===== config.mk =====
export PLATFORM = sky130hd
export DESIGN_NAME = bip_run_ctrl
export DESIGN_NICKNAME = d
export VERILOG_FILES = /design/src/rtl/bip_pkg.sv /design/src/rtl/bip_sat_counter.sv /design/src/rtl/bip_run_ctrl.sv
export SDC_FILE = /design/constraint.sdc
export NUM_CORES = 1
export LEC_CHECK = 0
export CAP_MARGIN = 20
export CORE_AREA = 4 4 41 43
export DETAILED_ROUTE_END_ITERATION = 16
export DIE_AREA = 0 0 45 47
export GPL_TIMING_DRIVEN = 0
export PLACE_DENSITY_LB_ADDON = 0.08
export SLEW_MARGIN = 20
export SYNTH_ARGS = -nofsm -noshare
export SYNTH_HDL_FRONTEND = slang
export SYNTH_SLANG_ARGS = --single-unit

===== constraint.sdc =====
create_clock -name Clk -period 2 [get_ports Clk]
set_clock_uncertainty 0.2 [all_clocks]
set_input_delay 0.4 -clock Clk [delete_from_list [all_inputs] [get_ports Clk]]
set_output_delay 0.4 -clock Clk [all_outputs]
set_load 0.02 [all_outputs]

===== src/rtl/bip_pkg.sv =====
// Shared definitions for the BIP core: opcode width, HLT encoding and the
// run-controller state type.
package bip_pkg;

  localparam int unsigned BIP_OPCODE_W = 5;
  localparam logic [BIP_OPCODE_W-1:0] BIP_HLT_OPCODE = 5'b00000;

  typedef enum logic [1:0] {
    IDLE   = 2'd0,
    RUN    = 2'd1,
    STEP   = 2'd2,
    HALTED = 2'd3
  } bip_run_state_t;

endpackage


===== src/rtl/bip_sat_counter.sv =====
// Saturating up-counter: increments on inc, sticks at all-ones,
// cleared only by the asynchronous active-high reset.
module bip_sat_counter #(
  parameter int unsigned WIDTH = 16
) (
  input  logic             clk,
  input  logic             rst,
  input  logic             inc,
  output logic [WIDTH-1:0] count
);

  // Count up on inc until every bit is set, then hold.
  always_ff @(posedge clk or posedge rst) begin
    if (rst) begin
      count <= '0;
    end else if (inc && (count != {WIDTH{1'b1}})) begin
      count <= count + 1'b1;
    end
  end

endmodule


===== src/rtl/bip_run_ctrl.sv =====
// Run controller for the BIP single-cycle core. Gates architectural writes
// through Exec_En and sequences free-run, single-step, stop and halt.
// Build option: define BIP_INSTR_COUNT_EN to include the executed-instruction
// counter; otherwise Instr_Count is tied to zero.
//
//  state  | meaning
//  -------+--------------------------------------------------------------
//  IDLE   | core parked, waiting for Start (free-run) or Step
//  RUN    | executing every cycle until HLT or Stop
//  STEP   | executing exactly one instruction, then back to IDLE
//  HALTED | HLT seen; absorbing until Reset
module bip_run_ctrl
  import bip_pkg::*;
#(
  parameter int unsigned              CNT_BITS   = 16,
  parameter logic [BIP_OPCODE_W-1:0] HLT_OPCODE = BIP_HLT_OPCODE
) (
  input  logic                    Clk,
  input  logic                    Reset,
  input  logic                    Start,
  input  logic                    Step,
  input  logic                    Stop,
  input  logic [BIP_OPCODE_W-1:0] Opcode,
  output logic                    Exec_En,
  output logic                    Busy,
  output logic                    Halted,
  output logic                    Done,
  output logic [CNT_BITS-1:0]     Instr_Count
);

  bip_run_state_t state_q;
  bip_run_state_t state_d;
  logic           is_hlt;

  assign is_hlt = (Opcode == HLT_OPCODE);

  // State register; Reset drops the core to IDLE without waiting for a clock.
  always_ff @(posedge Clk or posedge Reset) begin
    if (Reset) begin
      state_q <= IDLE;
    end else begin
      state_q <= state_d;
    end
  end

  // Next-state decode and state-derived outputs.
  always_comb begin
    state_d = state_q;
    Exec_En = 1'b0;
    Busy    = 1'b0;
    Halted  = 1'b0;
    case (state_q)
      IDLE: begin
        if (Start) begin
          state_d = RUN;
        end else if (Step) begin
          state_d = STEP;
        end
      end
      RUN: begin
        Busy    = 1'b1;
        Exec_En = !is_hlt;
        if (is_hlt) begin
          state_d = HALTED;
        end else if (Stop) begin
          state_d = IDLE;
        end
      end
      STEP: begin
        Busy    = 1'b1;
        Exec_En = !is_hlt;
        state_d = is_hlt ? HALTED : IDLE;
      end
      HALTED: begin
        Halted = 1'b1;
      end
      default: begin
        state_d = IDLE;
      end
    endcase
  end

  // Done marks only the first cycle spent in HALTED.
  always_ff @(posedge Clk or posedge Reset) begin
    if (Reset) begin
      Done <= 1'b0;
    end else begin
      Done <= (state_q != HALTED) && (state_d == HALTED);
    end
  end

`ifdef BIP_INSTR_COUNT_EN
  bip_sat_counter #(
    .WIDTH (CNT_BITS)
  ) u_instr_cnt (
    .clk   (Clk),
    .rst   (Reset),
    .inc   (Exec_En),
    .count (Instr_Count)
  );
`else
  assign Instr_Count = '0;
`endif

endmodule

==> results summary, run 1 <==
The flow ran to the end, and the final reports show no timing, DRC or antenna violations. The final core utilization came out at 50.19%. The synthesized instance count is 48. The minimum clock period is 1947 ps. At the end of routability-driven placement, the weighted congestion stood at 0.7612. The routed design has 781 um of wire. Pin placement for this block handled 30 I/O pins. At the worst endpoint, the required time is 1400 ps. The number of buffers on the longest clock path came out at 2. Walking the worst path, the cells encountered are dlygate4sd2_1 -> nor4_4 -> nand2_2 -> and2_2 -> buf_6. After synthesis, the largest family of logic cells by area is buffers and inverters. Summing every instance area after synthesis gives 407.9 um2. The part of the total power dissipated in sequential elements is 19.0%. The count of buffer and inverter cells on the critical path came out at 2. A synthesized cell averages about 8.5 um2. The fraction of the cycle the final worst path needs is between 90% and 100%. The number of inserted diodes is 0. The share of total power in the clock network came out at 16.8%.

The largest fanout on the critical path came out at 2. The arrival time of the worst setup path came out at 1350 ps. The XOR/XNOR share of the synthesized area came out at 0%. The CTS buffer count came out at 3. The clock-pin slew reported for the worst setup and hold paths after clock tree synthesis is 40 ps.

Row generation in the floorplan step produced 13 rows. The via count of the first global-routing pass came out at 316. The summed negative setup slack over all endpoints came out at 0 ps. The via count normalized by instance count is 3.804. The net count of the finished layout is 97. The first global-routing pass estimated 1.131 mm of wire. The die is approximately 45 um wide. The area fraction in and, or, nand and nor cells after synthesis is 17.18%. Once detail routing completed, the nets flagged for antenna violations numbered 0. The maximum frequency from static timing analysis is 513.6 MHz. The portion of synthesized area spent on multiplexers is 2.454%. STA classifies the critical path endpoint as a primary output.

The area fraction of the dominant cell type after synthesis is roughly 29%. The number of max-cap violations came out at 0. The region available for standard cell placement spans 1301 um2. The latest clock arrival within the worst-skew pair is 230 ps. The relative contribution of combinational cells to total power is 64.2%. The global-route usage over all layers is 7.120%. In the post-synthesis netlist, the biggest area contributors are sky130_fd_sc_hd__buf_4, sky130_fd_sc_hd__dfrtp_1, sky130_fd_sc_hd__ha_1, sky130_fd_sc_hd__nor4_4, sky130_fd_sc_hd__inv_1. The total setup violations reported at the end of the flow came out at 0. The DRC violation count after routing is 0. Of the synthesized area, sequential elements account for about 18%.

From bottom edge to top edge, the die measures roughly 47 um. The count of clock tree sinks came out at 3. The number of endpoints with negative hold slack in the final report came out at 0.

The analysis attributes to cell leakage a power of roughly 0.35 nW. Setup slack on the worst reg-to-reg path comes out at 430 ps. TritonCTS built the clock tree. For this run, the detailed router's first-pass iteration total came to 4. The distinct cell type count after synthesis is 21. The remaining global-route overflow came out at 0. After the first detailed-routing iteration, the DRC count stood at 4.

Entering global routing, the biggest net connects 8 pins. Detailed placement ended at an HPWL of about 660 um. The critical setup path kind is input pin to primary output. The via total after detailed routing is 369. The warning count from the yosys run is 0. Port buffering added 13 buffers. The count of final max-slew check failures came out at 0. The switching share of power is 43.31%. The area growth from synthesis to layout came out at 60.12%. The power density normalized to cell area came out at 941.1 nW/um2. Setup repair after global routing left no endpoint under its margin. The maximum cell stage delay along the critical path came out at 290 ps. The average routed wire per standard cell is 8.052 um.

The adder and majority gate portion of the synthesized area is between 10% and 20%. The power dissipated by switching net loads is between 200 and 300 uW. The initial cell density of the core is 31.35%. Of all cell types, the one taking the most synthesized area is sky130_fd_sc_hd__buf_4. The cell with the largest stage delay on the worst path is sky130_fd_sc_hd__nor4_4. CTS built an H-tree with a depth of 1. In this run, synthesis produced a sequential element count of 3. The initial antenna violation count came out at 0. The root buffer cell chosen for the clock tree is sky130_fd_sc_hd__clkbuf_4. The worst-case IR drop observed on VDD is around 0.76 mV. The class of the tightest hold or removal check is input pin to asynchronous set/reset pin. Among cell families on the critical path, the largest total delay comes from simple AND/OR/NAND/NOR gates. The area of the die came out at 2115 um2. The worst setup path is launched from an input pin. The fraction of the mapped netlist area in compound gates is 14.72%. The number of filler cells placed in the layout is 150. Cell internal power was estimated by the tool at 348.5 uW. In the final layout, the share of cells above drive strength 1 is 32.93%.
## placed cells by master, fill, tap and decap left out, drive strengths merged
cell / count
buf: 19
conb: 16
clkdlybuf4s50: 6
inv: 5
ha: 4
dlygate4sd2: 4
clkbuf: 4
dfrtp: 3
a21oi: 2
nor2b: 2
o22ai: 2
clkdlybuf4s15: 2
nand2: 2
nor4: 1
o21bai: 1
nand2b: 1
o21ai: 1
o221ai: 1
nor3: 1
nor3b: 1
mux2i: 1
a21o: 1
a32oi: 1
and2: 1
## timing repair
| action | in CTS | in global routing |
|---|---|---|
| gates resized for setup | 11 | 5 |
| buffers inserted | 1 | 1 |
| hold buffers | 0 | 0 |
| endpoints found under the setup margin | 3 | 2 |
| pin swaps | 2 | 2 |
| gates cloned | 0 | 0 |
## registers in the layout, summed over array words and instances, names as in the netlist
signal / cells
Done: 1
state_q: 2
## logic make-up (layout without fill, tap and decap cells)
| kind of cell | after synthesis | count (layout) |
|---|---|---|
| AO/OA/AOI/OAI | 9 | 9 |
| AND/OR/NAND/NOR | 9 | 9 |
| other | 1 | 16 |
| flip-flops | 3 | 3 |
| adder cells (fa/ha/maj) | 4 | 4 |
| buffers and inverters | 21 | 40 |
| multiplexers | 1 | 1 |
## worst paths after layout
kind                            start          to  depth (start not counted)
max                         Opcode[4]     Exec_En                          5
min                             Reset  state_q[1]                          2
max reg2reg                state_q[0]        Done                          5
min reg2reg                state_q[1]  state_q[1]                          2
max in group asynchronous       Reset  state_q[0]                          2
min in group Clk           state_q[1]  state_q[1]                          2
## cells in the mapped netlist, drive strengths merged
cell,n
a21o,1
a21oi,2
a32oi,1
and2,1
buf,16
conb,1
dfrtp,3
ha,4
inv,5
mux2i,1
nand2,2
nand2b,1
nor2b,2
nor3,1
nor3b,1
nor4,1
o21ai,1
o21bai,1
o221ai,1
o22ai,2
## layout make-up
cell class | count | area, um2 | share of cell area, %
clock buffers | 4 | 26.28 | 4.023
multi-input cells | 39 | 250.2 | 38.31
flip-flops and latches | 3 | 77.57 | 11.88
well taps | 15 | 18.77 | 2.874
plain buffers | 16 | 120.1 | 18.39
repair buffers | 15 | 141.4 | 21.65
inverters | 5 | 18.77 | 2.874
## power by group through the flow
| stage | sequential, mW | clock (mW) | combinational [mW] |
|---|---|---|---|
| 2_1_floorplan | 0.109 | 0 | 0.274 |
| 3_5_place_dp | 0.114 | 0 | 0.396 |
| 5_1_grt | 0.123 | 0.110 | 0.435 |
| 6_report | 0.117 | 0.103 | 0.395 |
| 3_3_place_gp | 0.115 | 0 | 0.399 |
| 4_1_cts | 0.115 | 0.104 | 0.364 |
## routing by layer
| layer | track usage, % | wire length, um |
|---|---|---|
| met2 | 12.43 | 377 |
| met1 | 8.219 | 300 |
| met3 | 1.533 | 103 |
| met5 | 0 | 0 |
| met4 | 3.509 | 0 |
## through the flow
stage / cells / setup slack (ps) / power (mW) / hold slack [ps] / instance area [um2]
final: 97 / 52.81 / 0.6147 / 134.9 / 653.1
after global routing: 97 / 18.60 / 0.6681 / 138.9 / 653.1
after CTS: 96 / 16.64 / 0.5829 / 135.2 / 635.6
after detailed placement: 91 / -595.7 / 0.5094 / 374.1 / 613.1
after global placement: 91 / -608.2 / 0.5142 / 374.4 / 613.1
after floorplan: 63 / 295.7 / 0.3829 / -46.36 / 464.2
Note: power is estimated with default switching activity, not from simulation.
==> inputs of run 2 (changes only) <==
--- a/config.mk
+++ b/config.mk
@@ -9,6 +9,7 @@
 export CORE_AREA = 4 4 41 43
 export DETAILED_ROUTE_END_ITERATION = 16
 export DIE_AREA = 0 0 45 47
+export GPL_ROUTABILITY_DRIVEN = 0
 export GPL_TIMING_DRIVEN = 0
 export PLACE_DENSITY_LB_ADDON = 0.08
 export SLEW_MARGIN = 20
==> results of run 2 <==
Final layout, timing and power as in run 1 (identical DEF).
